[src/rtl/uart_rx_if.sv]
// rtl/uart_rx_if.sv - byte delivery and status bundle for uart_rx
interface uart_rx_if;
    logic [7:0] byte_received;
    logic       valid;
    logic       ready;
    logic       framing_error;
    logic       overrun;

    modport master (
        output byte_received, valid, framing_error, overrun,
        input  ready
    );

    modport slave (
        input  byte_received, valid, framing_error, overrun,
        output ready
    );
endinterface

[src/rtl/uart_rx.sv]
// rtl/uart_rx.sv - 8N1 UART receiver, majority-voted mid-bit sampling, one-entry holding register
module uart_rx #(
    parameter int CLKS_PER_BIT = 104
) (
    input  logic      clock,
    input  logic      reset,
    input  logic      rx,
    uart_rx_if.master data
);
    localparam int MID = CLKS_PER_BIT / 2;
    localparam int CW  = $clog2(CLKS_PER_BIT);
    localparam logic [CW-1:0] CNT_LAST = CW'(CLKS_PER_BIT - 1);
    localparam logic [CW-1:0] CNT_S0   = CW'(MID - 1);
    localparam logic [CW-1:0] CNT_S1   = CW'(MID);
    localparam logic [CW-1:0] CNT_S2   = CW'(MID + 1);

    typedef enum logic [2:0] {WAIT_IDLE, IDLE, START, DATA, STOP} state_t;

    state_t        state, state_d;
    logic          rx_meta, rx_sync;
    logic [CW-1:0] clk_count, clk_count_d;
    logic [2:0]    bit_index, bit_index_d;
    logic [7:0]    shift_reg, shift_d;
    logic          samp0, samp1, samp0_d, samp1_d;
    logic          majority, byte_done, stop_bad;
    logic [7:0]    byte_q;
    logic          valid_q, ferr_q, ovr_q;

    assign majority = (samp0 & samp1) | (samp0 & rx_sync) | (samp1 & rx_sync);

    always_ff @(posedge clock) begin
        if (reset) begin
            rx_meta <= 1'b1;
            rx_sync <= 1'b1;
        end else begin
            rx_meta <= rx;
            rx_sync <= rx_meta;
        end
    end

    always_comb begin
        state_d     = state;
        clk_count_d = clk_count;
        bit_index_d = bit_index;
        shift_d     = shift_reg;
        samp0_d     = (clk_count == CNT_S0) ? rx_sync : samp0;
        samp1_d     = (clk_count == CNT_S1) ? rx_sync : samp1;
        byte_done   = 1'b0;
        stop_bad    = 1'b0;
        case (state)
            // Require a full bit time of continuous high before trusting a falling edge.
            WAIT_IDLE: begin
                if (!rx_sync) begin
                    clk_count_d = '0;
                end else if (clk_count == CNT_LAST) begin
                    clk_count_d = '0;
                    state_d     = IDLE;
                end else begin
                    clk_count_d = clk_count + CW'(1);
                end
            end
            IDLE: begin
                clk_count_d = '0;
                if (!rx_sync) state_d = START;
            end
            START: begin
                if (clk_count == CNT_S2 && majority) begin
                    clk_count_d = '0;
                    state_d     = IDLE;
                end else if (clk_count == CNT_LAST) begin
                    clk_count_d = '0;
                    bit_index_d = '0;
                    state_d     = DATA;
                end else begin
                    clk_count_d = clk_count + CW'(1);
                end
            end
            DATA: begin
                if (clk_count == CNT_S2) shift_d = {majority, shift_reg[7:1]};
                if (clk_count == CNT_LAST) begin
                    clk_count_d = '0;
                    if (bit_index == 3'd7) state_d = STOP;
                    else                   bit_index_d = bit_index + 3'd1;
                end else begin
                    clk_count_d = clk_count + CW'(1);
                end
            end
            // Leave at mid stop bit so the next start edge can arrive early.
            STOP: begin
                if (clk_count == CNT_S2) begin
                    clk_count_d = '0;
                    if (majority) begin
                        byte_done = 1'b1;
                        state_d   = IDLE;
                    end else begin
                        stop_bad  = 1'b1;
                        state_d   = WAIT_IDLE;
                    end
                end else begin
                    clk_count_d = clk_count + CW'(1);
                end
            end
            default: state_d = WAIT_IDLE;
        endcase
    end

    always_ff @(posedge clock) begin
        if (reset) begin
            state     <= WAIT_IDLE;
            clk_count <= '0;
            bit_index <= '0;
            shift_reg <= '0;
            samp0     <= 1'b0;
            samp1     <= 1'b0;
        end else begin
            state     <= state_d;
            clk_count <= clk_count_d;
            bit_index <= bit_index_d;
            shift_reg <= shift_d;
            samp0     <= samp0_d;
            samp1     <= samp1_d;
        end
    end

    always_ff @(posedge clock) begin
        if (reset) begin
            byte_q  <= '0;
            valid_q <= 1'b0;
            ferr_q  <= 1'b0;
            ovr_q   <= 1'b0;
        end else begin
            ferr_q <= stop_bad;
            ovr_q  <= 1'b0;
            if (byte_done) begin
                if (!valid_q || data.ready) begin
                    byte_q  <= shift_reg;
                    valid_q <= 1'b1;
                end else begin
                    ovr_q <= 1'b1;
                end
            end else if (valid_q && data.ready) begin
                valid_q <= 1'b0;
            end
        end
    end

    assign data.byte_received = byte_q;
    assign data.valid         = valid_q;
    assign data.framing_error = ferr_q;
    assign data.overrun       = ovr_q;
endmodule

[src/flat_wrapper.sv]
// flat-port wrapper written by rule: the top's interface ports become plain ports
module uart_rx_flat 
#(
    parameter int CLKS_PER_BIT = 104
)
  (clock, reset, rx, data_byte_received, data_valid, data_framing_error, data_overrun, data_ready);
  uart_rx_if data_i ();
  input  logic clock;
  input  logic reset;
  input  logic rx;
  output wire logic [$bits(data_i.byte_received)-1:0] data_byte_received;
  output wire logic [$bits(data_i.valid)-1:0] data_valid;
  output wire logic [$bits(data_i.framing_error)-1:0] data_framing_error;
  output wire logic [$bits(data_i.overrun)-1:0] data_overrun;
  input wire logic [$bits(data_i.ready)-1:0] data_ready;
  assign data_byte_received = data_i.byte_received;
  assign data_valid = data_i.valid;
  assign data_framing_error = data_i.framing_error;
  assign data_overrun = data_i.overrun;
  assign data_i.ready = data_ready;
  uart_rx #(.CLKS_PER_BIT(CLKS_PER_BIT)) u_core (.clock(clock), .reset(reset), .rx(rx), .data(data_i));
endmodule
[config.mk]
export PLATFORM = sky130hd
export DESIGN_NAME = uart_rx_flat
export DESIGN_NICKNAME = d
export VERILOG_FILES = /design/src/rtl/uart_rx_if.sv /design/src/rtl/uart_rx.sv /design/src/flat_wrapper.sv
export SDC_FILE = /design/constraint.sdc
export NUM_CORES = 1
export LEC_CHECK = 0
export CORE_MARGIN = 10
export CORE_UTILIZATION = 51
export CTS_CLUSTER_DIAMETER = 40
export DETAILED_ROUTE_END_ITERATION = 16
export PLACE_DENSITY = 0.75
export SYNTH_ARGS = -nofsm -noshare
export SYNTH_HDL_FRONTEND = slang
export SYNTH_SLANG_ARGS = --single-unit
[constraint.sdc]
create_clock -name clock -period 1.75 [get_ports clock]
set_input_delay 0.175 -clock clock [delete_from_list [all_inputs] [get_ports clock]]
set_output_delay 0.175 -clock clock [all_outputs]
set_load 0.03 [all_outputs]
## Yosys cells after proc, flatten, opt, wreduce, memory -nomap -nowiden

Index checks and enable logic that the tools add are counted.

- Register bits: 36
- Bits in latches: 0
- Memory bits (writable): 0
- Memory bits (read-only): 0
- Bits of input ports: 4
- Output and inout bits: 11
- Logic and storage cells: 85
- Memories: 0

- Add/subtract/negate cells: 2
- Multipliers: 0
- Div/mod/pow operators: 0
- Magnitude comparators: 0
- Eq/ne operators: 20
- Shifts and indexed selects: 0
- Mux-type cells: 28
- Bitwise logic cells: 8
- Reductions and logical operators: 15

Operators by type and width:

| cell | count |
|---|---|
| 3-bit two-way mux | 12 |
| 7-bit one-hot mux with 5 select lines | 1 |
| 7-bit two-way mux | 4 |
| 7-bit by 6-bit equality test with 1-bit output (second input constant) | 3 |
| 3-bit one-hot mux with 5 select lines | 1 |
| 2-bit by 1-bit != test with 1-bit output (second input constant) | 6 |
| 1-bit two-way mux | 9 |
| 2-bit != test (second input constant) | 4 |
| 7-bit by 1-bit adder with 7-bit output (second input constant) | 1 |
| 7-bit equality test (second input constant) | 1 |
| 7-bit AND reduction | 1 |
| 3-bit by 2-bit equality test with 1-bit output (second input constant) | 2 |
| 3-bit equality test (second input constant) | 2 |
| 3-bit one-hot mux with 2 select lines | 1 |
| 2-bit AND reduction | 3 |
| 5-bit AND reduction | 1 |
| 5-bit nonzero test | 1 |
| 2-bit nonzero test | 2 |
| 3-bit by 1-bit adder with 3-bit output (second input constant) | 1 |
| 1-bit bitwise AND | 3 |
| 3-bit by 1-bit equality test with 1-bit output (second input constant) | 1 |
| 3-bit zero test | 1 |
| 3-bit by 1-bit != test with 1-bit output (second input constant) | 1 |
| 1-bit NOT | 3 |
| other kinds (6) | 8 |

## Longest topological paths before layout

Gate-level depths: netlist of the first run.

- Depth after elaboration: 8
- Mapped depth: 8
- Gate-level depth less buffers: 7

## Least setup slack after synthesis of the first run

No wires, ideal clock.

- Path type: register to register
- Start: reg u_core.clk_count[0]
- End: reg u_core.clk_count[0]
- Library setup time: 0.073 ns
- Data arrival time: 1.579 ns
- Path slack: 0.098 ns
- Stages on the path, launching flop included: 7
- Buffers on the path: 0
- Period minus slack after synthesis: 1.652 ns
- Cell sequence: dfxtp_1 -> ha_1 -> and3b_1 -> a221oi_2 -> a32oi_2 -> a31o_4 -> nor3_2

- Word-level cells in the longest chain between the ends: 4
- Elaborated cells on any way between the ends: 9

Ends and longest elaborated chain:

| element | line | text |
|---|---|---|
| start, declared | uart_rx.sv:21 | `logic [CW-1:0] clk_count, clk_count_d;` |
| start signal, assigned | uart_rx.sv:117 | `clk_count <= clk_count_d;` |
| 7-bit by 1-bit adder with 7-bit output (tied with other cells) | n/a |  |
| 7-bit two-way mux / 1-bit logical AND (equally long branches) | n/a |  |
| 7-bit two-way mux (on tied branches) | uart_rx.sv:67, uart_rx.sv:53 |  |
| 7-bit one-hot mux with 5 select lines (*) | uart_rx.sv:50 | `case (state)` |

Mark *: on every way between the ends. The rest lies on a longest branch, timed or not.
A chain may end at the register's enable or synchronous reset.

## Worst setup path in the final report of the first run

- Start: reg u_core.clk_count[0]
- End: reg u_core.state[1]

- Word-level cells in the longest chain between the ends: 4
- Elaborated cells on any way between the ends: 10

Ends and longest elaborated chain:

| element | line | text |
|---|---|---|
| 7-bit by 6-bit equality test with 1-bit output | uart_rx.sv:67, uart_rx.sv:90 |  |
| 1-bit logical AND | uart_rx.sv:67 | `if (clk_count == CNT_S2 && majority) begin` |
| 3-bit by 1-bit != test with 1-bit output (no source line) / 3-bit two-way mux (equally long branches) | n/a |  |
| 7-bit AND reduction (no source line) / 3-bit one-hot mux with 5 select lines (equally long branches) | n/a |  |
| end signal, assigned | uart_rx.sv:116 | `state <= state_d;` |
| end, declared | uart_rx.sv:19 | `state_t state, state_d;` |

Several ways; a longest one is shown, not always the timed one.

==> results.sh, run 1 <==
export IMPL_status="completed"
export IMPL_startpoint="u_core.clk_count[0]$_SDFFE_PP0P_"
export IMPL_grt_pass1_vias=1353
export IMPL_layout_drive_gt1_share=0.2020
export IMPL_ctsRootBufferMaster="clkbuf_4"
export IMPL_ys_flop_type="dfxtp_1"
export IMPL_fp_dieW_um=77.55
export IMPL_end_kind="register"
export IMPL_place_congestion=0.8153
export IMPL_core_area_sq_mm=0.003103
export IMPL_clk_latency_ns=0.34
export IMPL_top_layer_used="met4"
export IMPL_vias_per_cell=5.285
export IMPL_hold_depth=2
export IMPL_ant_nets=0
export IMPL_hold_viol=0
export IMPL_vias=1279
export IMPL_dr_wl_met2_um=1721
export IMPL_synth_nets=184
export IMPL_yosysUniqueCellTypes=41
export IMPL_totalWireLength_um=3445
export IMPL_cts_max_level=2
export IMPL_grt_pass1_wl_um=6161
export IMPL_syn_instance_count=174
export IMPL_ir_worst_vdd_mv=0.3909
export IMPL_ys_async_sr_fraction=0
export IMPL_tightest_slew_ns=0.3544
export IMPL_yosys_area_top_type="dfxtp_1"
export IMPL_finalCritPeriodShare=0.9486
export IMPL_wl_per_cell_um=14.24
export IMPL_leakagePower_nw=0.7527
export IMPL_syn_area_per_cell_sq_um=9.708
export IMPL_fin_crit_ns=1.660
export IMPL_path_class="register to register"
export IMPL_fmax_ghz=0.6024
export IMPL_dieArea_sq_mm=0.006014
export IMPL_synth_edf_count=0
export IMPL_area_growth_pct=19.56
export IMPL_initial_core_util=0.5444
export IMPL_path_buf_inv=1
export IMPL_clock_skew_ns=0.01187
export IMPL_setup_viol=0
export IMPL_ctsHoldBuffers=0
export IMPL_cts_tree="built"
export IMPL_insertedDiodeCount=0
export IMPL_grt_antenna_before_repair=0
export IMPL_dpl_hpwl_um=2550
export IMPL_synthTopCellsByArea="dfxtp_1, mux2i_1, nor2_1"
export IMPL_final_common_cell="dfxtp_1"
export IMPL_path_cells="ha_4 > and3b_1 > a221oi_2 > a32oi_2 > buf_12 > a211o_1 > o21ai_1"
export IMPL_netlist_area_sq_mm=0.001689
export IMPL_nNetsFinal=208
export IMPL_cap_violations=0
export IMPL_route_met3_wl_um=193
export IMPL_hold_path_class="input pin to register"
export IMPL_numCtsBuffers=5
export IMPL_cp_slowest_cell="dfxtp_4"
export IMPL_critPathRequiredTime_ns=2.01
export IMPL_rows=20
export IMPL_drc=0
export IMPL_power_density_mw_per_mm2=649.0
export IMPL_die_y_um=77.55
export IMPL_slew_headroom=0.7634
export IMPL_cp_arrival_ns=1.92
export IMPL_worst_path_stages=7
export IMPL_fin_area_sq_mm=0.002019
export IMPL_m1WireLength_um=1480
export IMPL_clock_path_buffers=2
export IMPL_synth_top_area_frac=0.4267
export IMPL_start_kind="register"
export IMPL_grt_overflow_total=0
export IMPL_endpoint="u_core.state[1]$_SDFFE_PP0P_"
export IMPL_place_area_sq_mm=0.001897
export IMPL_cts_sinks=36
export IMPL_r2r_cells=7
export IMPL_ioPinCount=15
export IMPL_r2r_end="u_core.state[1]$_SDFFE_PP0P_"
export IMPL_cp_top_family="compound AO/OA/AOI/OAI gates"
export IMPL_cp_max_fo=5
export IMPL_r2r_start="u_core.clk_count[0]$_SDFFE_PP0P_"
export IMPL_io_buffers=14
export IMPL_slew_violations=0
export IMPL_final_cell_mix="dfxtp_1, nor2_1, mux2i_1"
export IMPL_synth_ff_latch_count=36
export IMPL_drtIter0Drc=96
export IMPL_tns_ns=0
export IMPL_clk_transition_reported_paths_ns=0.10
export IMPL_worst_r2r_setup_slack_ns=0.09
export IMPL_grt_max_degree=11
export IMPL_ys_warn_count=0
export IMPL_dr_pass1_iters=4
export IMPL_ys_seq_area_frac=0.4267
export IMPL_grt_use_total=0.1213
export IMPL_rsz0062_at_grt="true"
export IMPL_max_stage_delay_ns=0.37
==> worst min-delay path by stage <==
| stage | from | endpoint |
|---|---|---|
| floorplan | rx | u_core.rx_meta$_SDFF_PP1_ |
| global placement | u_core.rx_meta$_SDFF_PP1_ | u_core.rx_sync$_SDFF_PP1_ |
| detailed placement | u_core.rx_meta$_SDFF_PP1_ | u_core.rx_sync$_SDFF_PP1_ |
| CTS | rx | u_core.rx_meta$_SDFF_PP1_ |
| global route | rx | u_core.rx_meta$_SDFF_PP1_ |
| finish | rx | u_core.rx_meta$_SDFF_PP1_ |
==> power breakdown <==
| part | internal [mW] | switching, mW | leakage, nW |
|---|---|---|---|
| clock | 0.148 | 0.254 | 0.0281 |
| sequential | 0.827 | 0.0101 | 0.293 |
| combinational | 0.0348 | 0.0370 | 0.432 |
==> layer usage <==
metal / global-route usage / up-vias
met5: 0 / -
met1: 0.1349 / 601
met4: 0.03832 / 0
met2: 0.2057 / 20
li1: - / 651
met3: 0.05069 / 7
==> worst register-to-register path: cells and delay by family (launching register included) <==
kind                       cells  cell delay [ns]
AOI/OAI and AO/OA              4             0.69
DFF                            1             0.37
buffers and inverters          1             0.17
and+or+nand+nor                1             0.19
adders and majority gates      1             0.17
==> timing repair <==
action	in CTS	in global routing
buffers inserted	1	3
resized for setup	2	14
setup endpoints to repair	7	27
pin swaps	1	6
==> synthesized netlist by cell type (2+ instances only) <==
library cell and n:
dfxtp_1 36, nand2_1 12, o21ai_0 5, inv_1 5
nand2b_1 2, nand3b_1 4, and4bb_4 2, ha_1 6
clkbuf_1 4, xor2_1 5, nand3_1 4, and3_1 2
or2_2 2, buf_4 3, mux2i_1 18, o21a_1 2
buf_2 2, a211o_1 4, nor2_1 29, nand4_1 4
a21oi_1 3
==> stage by stage <==
step | std cells | power (mW) | setup WS [ns] | hold WS, ns | utilization
floorplan | 174 | 0.8932 | 0.09850 | 0.2788 | -
global placement | 231 | 0.9144 | 0.04470 | 0.3975 | 0.6113
detailed placement | 231 | 0.9188 | -0.07500 | 0.4078 | 0.6113
CTS | 239 | 1.314 | 0.01522 | 0.3869 | 0.6339
global route | 242 | 1.365 | -0.03182 | 0.3923 | 0.6508
finish | 242 | 1.311 | 0.08994 | 0.3965 | 0.6508
==> cell type report <==
type,instances,area [sq um]
Clock buffer,6,41.29
Inverter,5,18.77
Multi-Input combinational cell,124,924.6
Tap cell,44,55.05
Sequential cell,36,728.2
Fill cell,263,1084
Timing Repair Buffer,26,246.5
Clock inverter,1,5.005
==> cell families after synthesis <==
family	synth area share
simple gates	0.2556
xor+xnor	0.02592
compound gates	0.09481
fa+ha+maj	0.05111
buf+inv	0.03926
flops	0.4267
mux	0.1067
Power figures use the tool's default switching activity.
==> run 2, diff against run 1 <==
--- a/config.mk
+++ b/config.mk
@@ -5,11 +5,11 @@
 export SDC_FILE = /design/constraint.sdc
 export NUM_CORES = 1
 export LEC_CHECK = 0
-export CORE_MARGIN = 10
-export CORE_UTILIZATION = 51
+export CORE_UTILIZATION = 65
 export CTS_CLUSTER_DIAMETER = 40
 export DETAILED_ROUTE_END_ITERATION = 16
-export PLACE_DENSITY = 0.75
+export DONT_BUFFER_PORTS = 1
+export PLACE_DENSITY = 0.81
 export SYNTH_ARGS = -nofsm -noshare
 export SYNTH_HDL_FRONTEND = slang
 export SYNTH_SLANG_ARGS = --single-unit
==> constraint.sdc (replaced) <==
create_clock -name clock -period 2.15 [get_ports clock]
set_input_delay 0.215 -clock clock [delete_from_list [all_inputs] [get_ports clock]]
set_output_delay 0.215 -clock clock [all_outputs]
set_load 0.03 [all_outputs]
==> run 2 against run 1 <==
  * Non-clock buffer count down 22
  * First-iteration DRC count down 66%
  * Sequential share of layout area up 4.5 points
  * Routed wire length down 12%
  * Sequential power down 19%
  * Combinational power down 43%
  * Total power down 16%
  * Fmax down 9.6%
  * Die area down 53%
  * Critical path depth unchanged
  * Final cell count down 14%
  * Clock power down 6.5%
  * Critical endpoint is now u_core.clk_count[4]$_SDFFE_PP0P_
  * Largest power group unchanged
==> results.sh, run 2 (synthesized netlist as in run 1, its figures left out) <==
export IMPL_totalWireLength_um=3048
export IMPL_post_cts_resized=0
export IMPL_post_cts_buffers=0
export IMPL_nNetsFinal=186
export IMPL_place_ws_ns=0.3530
export IMPL_fmax_ghz=0.5445
export IMPL_cp_top_family="compound AO/OA/AOI/OAI gates"
export IMPL_path_cells="inv_1 > ha_1 > and2_1 > nand2_1 > a32oi_2 > a31o_4 > nor2_1"
export IMPL_wl_per_cell_um=14.72
export IMPL_grt_antenna_before_repair=0
export IMPL_cts_max_level=2
export IMPL_leakagePower_nw=0.6503
export IMPL_vias_per_cell=5.942
export IMPL_grt_overflow_total=0
export IMPL_drc=0
export IMPL_numCtsBuffers=5
export IMPL_fin_crit_ns=1.837
export IMPL_die_y_um=52.98
export IMPL_grt_use_total=0.2562
export IMPL_critPathRequiredTime_ns=2.39
export IMPL_end_kind="register"
export IMPL_dieArea_sq_mm=0.002806
export IMPL_fp_dieW_um=52.98
export IMPL_hold_depth=2
export IMPL_setup_viol=0
export IMPL_rows=18
export IMPL_cts_tree="built"
export IMPL_insertedDiodeCount=0
export IMPL_start_kind="register"
export IMPL_rsz0062_at_grt="false"
export IMPL_cp_arrival_ns=2.07
export IMPL_grt_pass1_wl_um=5016
export IMPL_tns_ns=0
export IMPL_hold_path_class="input pin to register"
export IMPL_ant_nets=0
export IMPL_slew_headroom=0.4478
export IMPL_core_area_sq_mm=0.002455
export IMPL_ctsRootBufferMaster="clkbuf_4"
export IMPL_drtIter0Drc=33
export IMPL_slew_violations=0
export IMPL_cp_max_fo=7
export IMPL_ctsHoldBuffers=2
export IMPL_hold_viol=0
export IMPL_startpoint="u_core.clk_count[1]$_SDFFE_PP0P_"
export IMPL_dpl_hpwl_um=2112
export IMPL_cts_sinks=36
export IMPL_area_growth_pct=5.185
export IMPL_worst_r2r_setup_slack_ns=0.31
export IMPL_initial_core_util=0.6881
export IMPL_layout_setup_ws_ns=0.3134
export IMPL_power_density_mw_per_mm2=618.3
export IMPL_power_mw=1.099
export IMPL_path_class="register to register"
export IMPL_layout_drive_gt1_share=0.1243
export IMPL_clk_latency_ns=0.34
export IMPL_vias=1230
export IMPL_grt_max_degree=25
export IMPL_grt_pass1_vias=1153
export IMPL_worstHoldStart="reset"
export IMPL_dr_pass1_iters=4
export IMPL_ir_worst_vdd_mv=0.5642
export IMPL_r2r_end="u_core.clk_count[4]$_SDFFE_PP0P_"
export IMPL_cp_slowest_cell="a32oi_2"
export IMPL_r2r_start="u_core.clk_count[1]$_SDFFE_PP0P_"
export IMPL_r2r_cells=7
export IMPL_finalCritPeriodShare=0.8543
export IMPL_io_buffers=0
export IMPL_tightest_slew_ns=0.8255
export IMPL_final_common_cell="dfxtp_1"
export IMPL_hold_end="u_core.bit_index[0]$_SDFFE_PP0P_"
export IMPL_max_stage_delay_ns=0.37
export IMPL_path_buf_inv=1
export IMPL_status="completed"
export IMPL_cap_violations=0
export IMPL_clock_skew_ns=0.008105
export IMPL_place_congestion=0.8336
export IMPL_ioPinCount=15
export IMPL_final_cell_mix="dfxtp_1, nor2_1, mux2i_1"
export IMPL_clk_transition_reported_paths_ns=0.11
export IMPL_clock_path_buffers=2
==> run 2: cell types whose count changed in the layout (fill, tap and decap cells not counted), moves of 2 or more <==
cell             previous run  this run
o21ai_0                     2         5
o21ai_1                     4         1
dlygate4sd3_1               0         2
dfxtp_1                    32        36
dfxtp_2                     3         0
clkdlybuf4s50_1            14         0
buf_4                      10         2
==> run 2: stage by stage <==
step	util	std cells	instance area (sq um)	hold WS [ns]
4_1_cts	0.7238	207	1777	0.02774
3_5_place_dp	0.6901	197	1694	0.2907
5_1_grt	0.7238	207	1777	0.04783
2_1_floorplan	-	174	1689	0.3188
3_3_place_gp	0.6901	197	1694	0.2880
6_report	0.7238	207	1777	0.04861
==> run 2: report_power, final <==
part           internal, mW  switching, mW
combinational        0.0171         0.0239
sequential            0.673        0.00903
clock                 0.160          0.216
total                 0.850          0.249
==> run 2: area by class of cell <==
type | count | area [sq um]
clock buffer | 7 | 55.05
tap | 30 | 37.54
clock inverter | 1 | 7.507
inverter | 5 | 18.77
multi-input combinational | 124 | 902.1
timing repair buffer | 4 | 35.03
sequential | 36 | 720.7
fill | 180 | 678.2
==> run 2: worst max-delay path by stage <==
| stage | endpoint | slack, ns | cells past startpoint |
|---|---|---|---|
| 2_1_floorplan | u_core.clk_count[0]$_SDFFE_PP0P_ | 0.50 | 6 |
| 6_report | u_core.clk_count[4]$_SDFFE_PP0P_ | 0.31 | 7 |
| 5_1_grt | u_core.data.byte_received[1]$_SDFFE_PP0P_ | 0.15 | 8 |
| 3_3_place_gp | u_core.clk_count[0]$_SDFFE_PP0P_ | 0.44 | 6 |
| 4_1_cts | u_core.clk_count[0]$_SDFFE_PP0P_ | 0.33 | 6 |
| 3_5_place_dp | u_core.clk_count[0]$_SDFFE_PP0P_ | 0.35 | 6 |
==> run 2: metal layers <==
layer / vias up / part of all wire / track usage / wire, um
met2: 32 / 0.49 / 0.4304 / 1482
li1: 614 / - / - / -
met5: - / 0 / 0 / 0
met3: 9 / 0.039 / 0.08908 / 120
met1: 575 / 0.45 / 0.2875 / 1378
met4: 0 / 0.022 / 0.1184 / 66
==> run 3, diff against run 2 <==
--- a/config.mk
+++ b/config.mk
@@ -7,9 +7,11 @@
 export LEC_CHECK = 0
 export CORE_UTILIZATION = 65
 export CTS_CLUSTER_DIAMETER = 40
+export CTS_CLUSTER_SIZE = 12
 export DETAILED_ROUTE_END_ITERATION = 16
 export DONT_BUFFER_PORTS = 1
 export PLACE_DENSITY = 0.81
+export SLEW_MARGIN = 5
 export SYNTH_ARGS = -nofsm -noshare
 export SYNTH_HDL_FRONTEND = slang
 export SYNTH_SLANG_ARGS = --single-unit
==> results of run 3 <==
The final DEF is identical to that of run 2; final timing and power are the same.
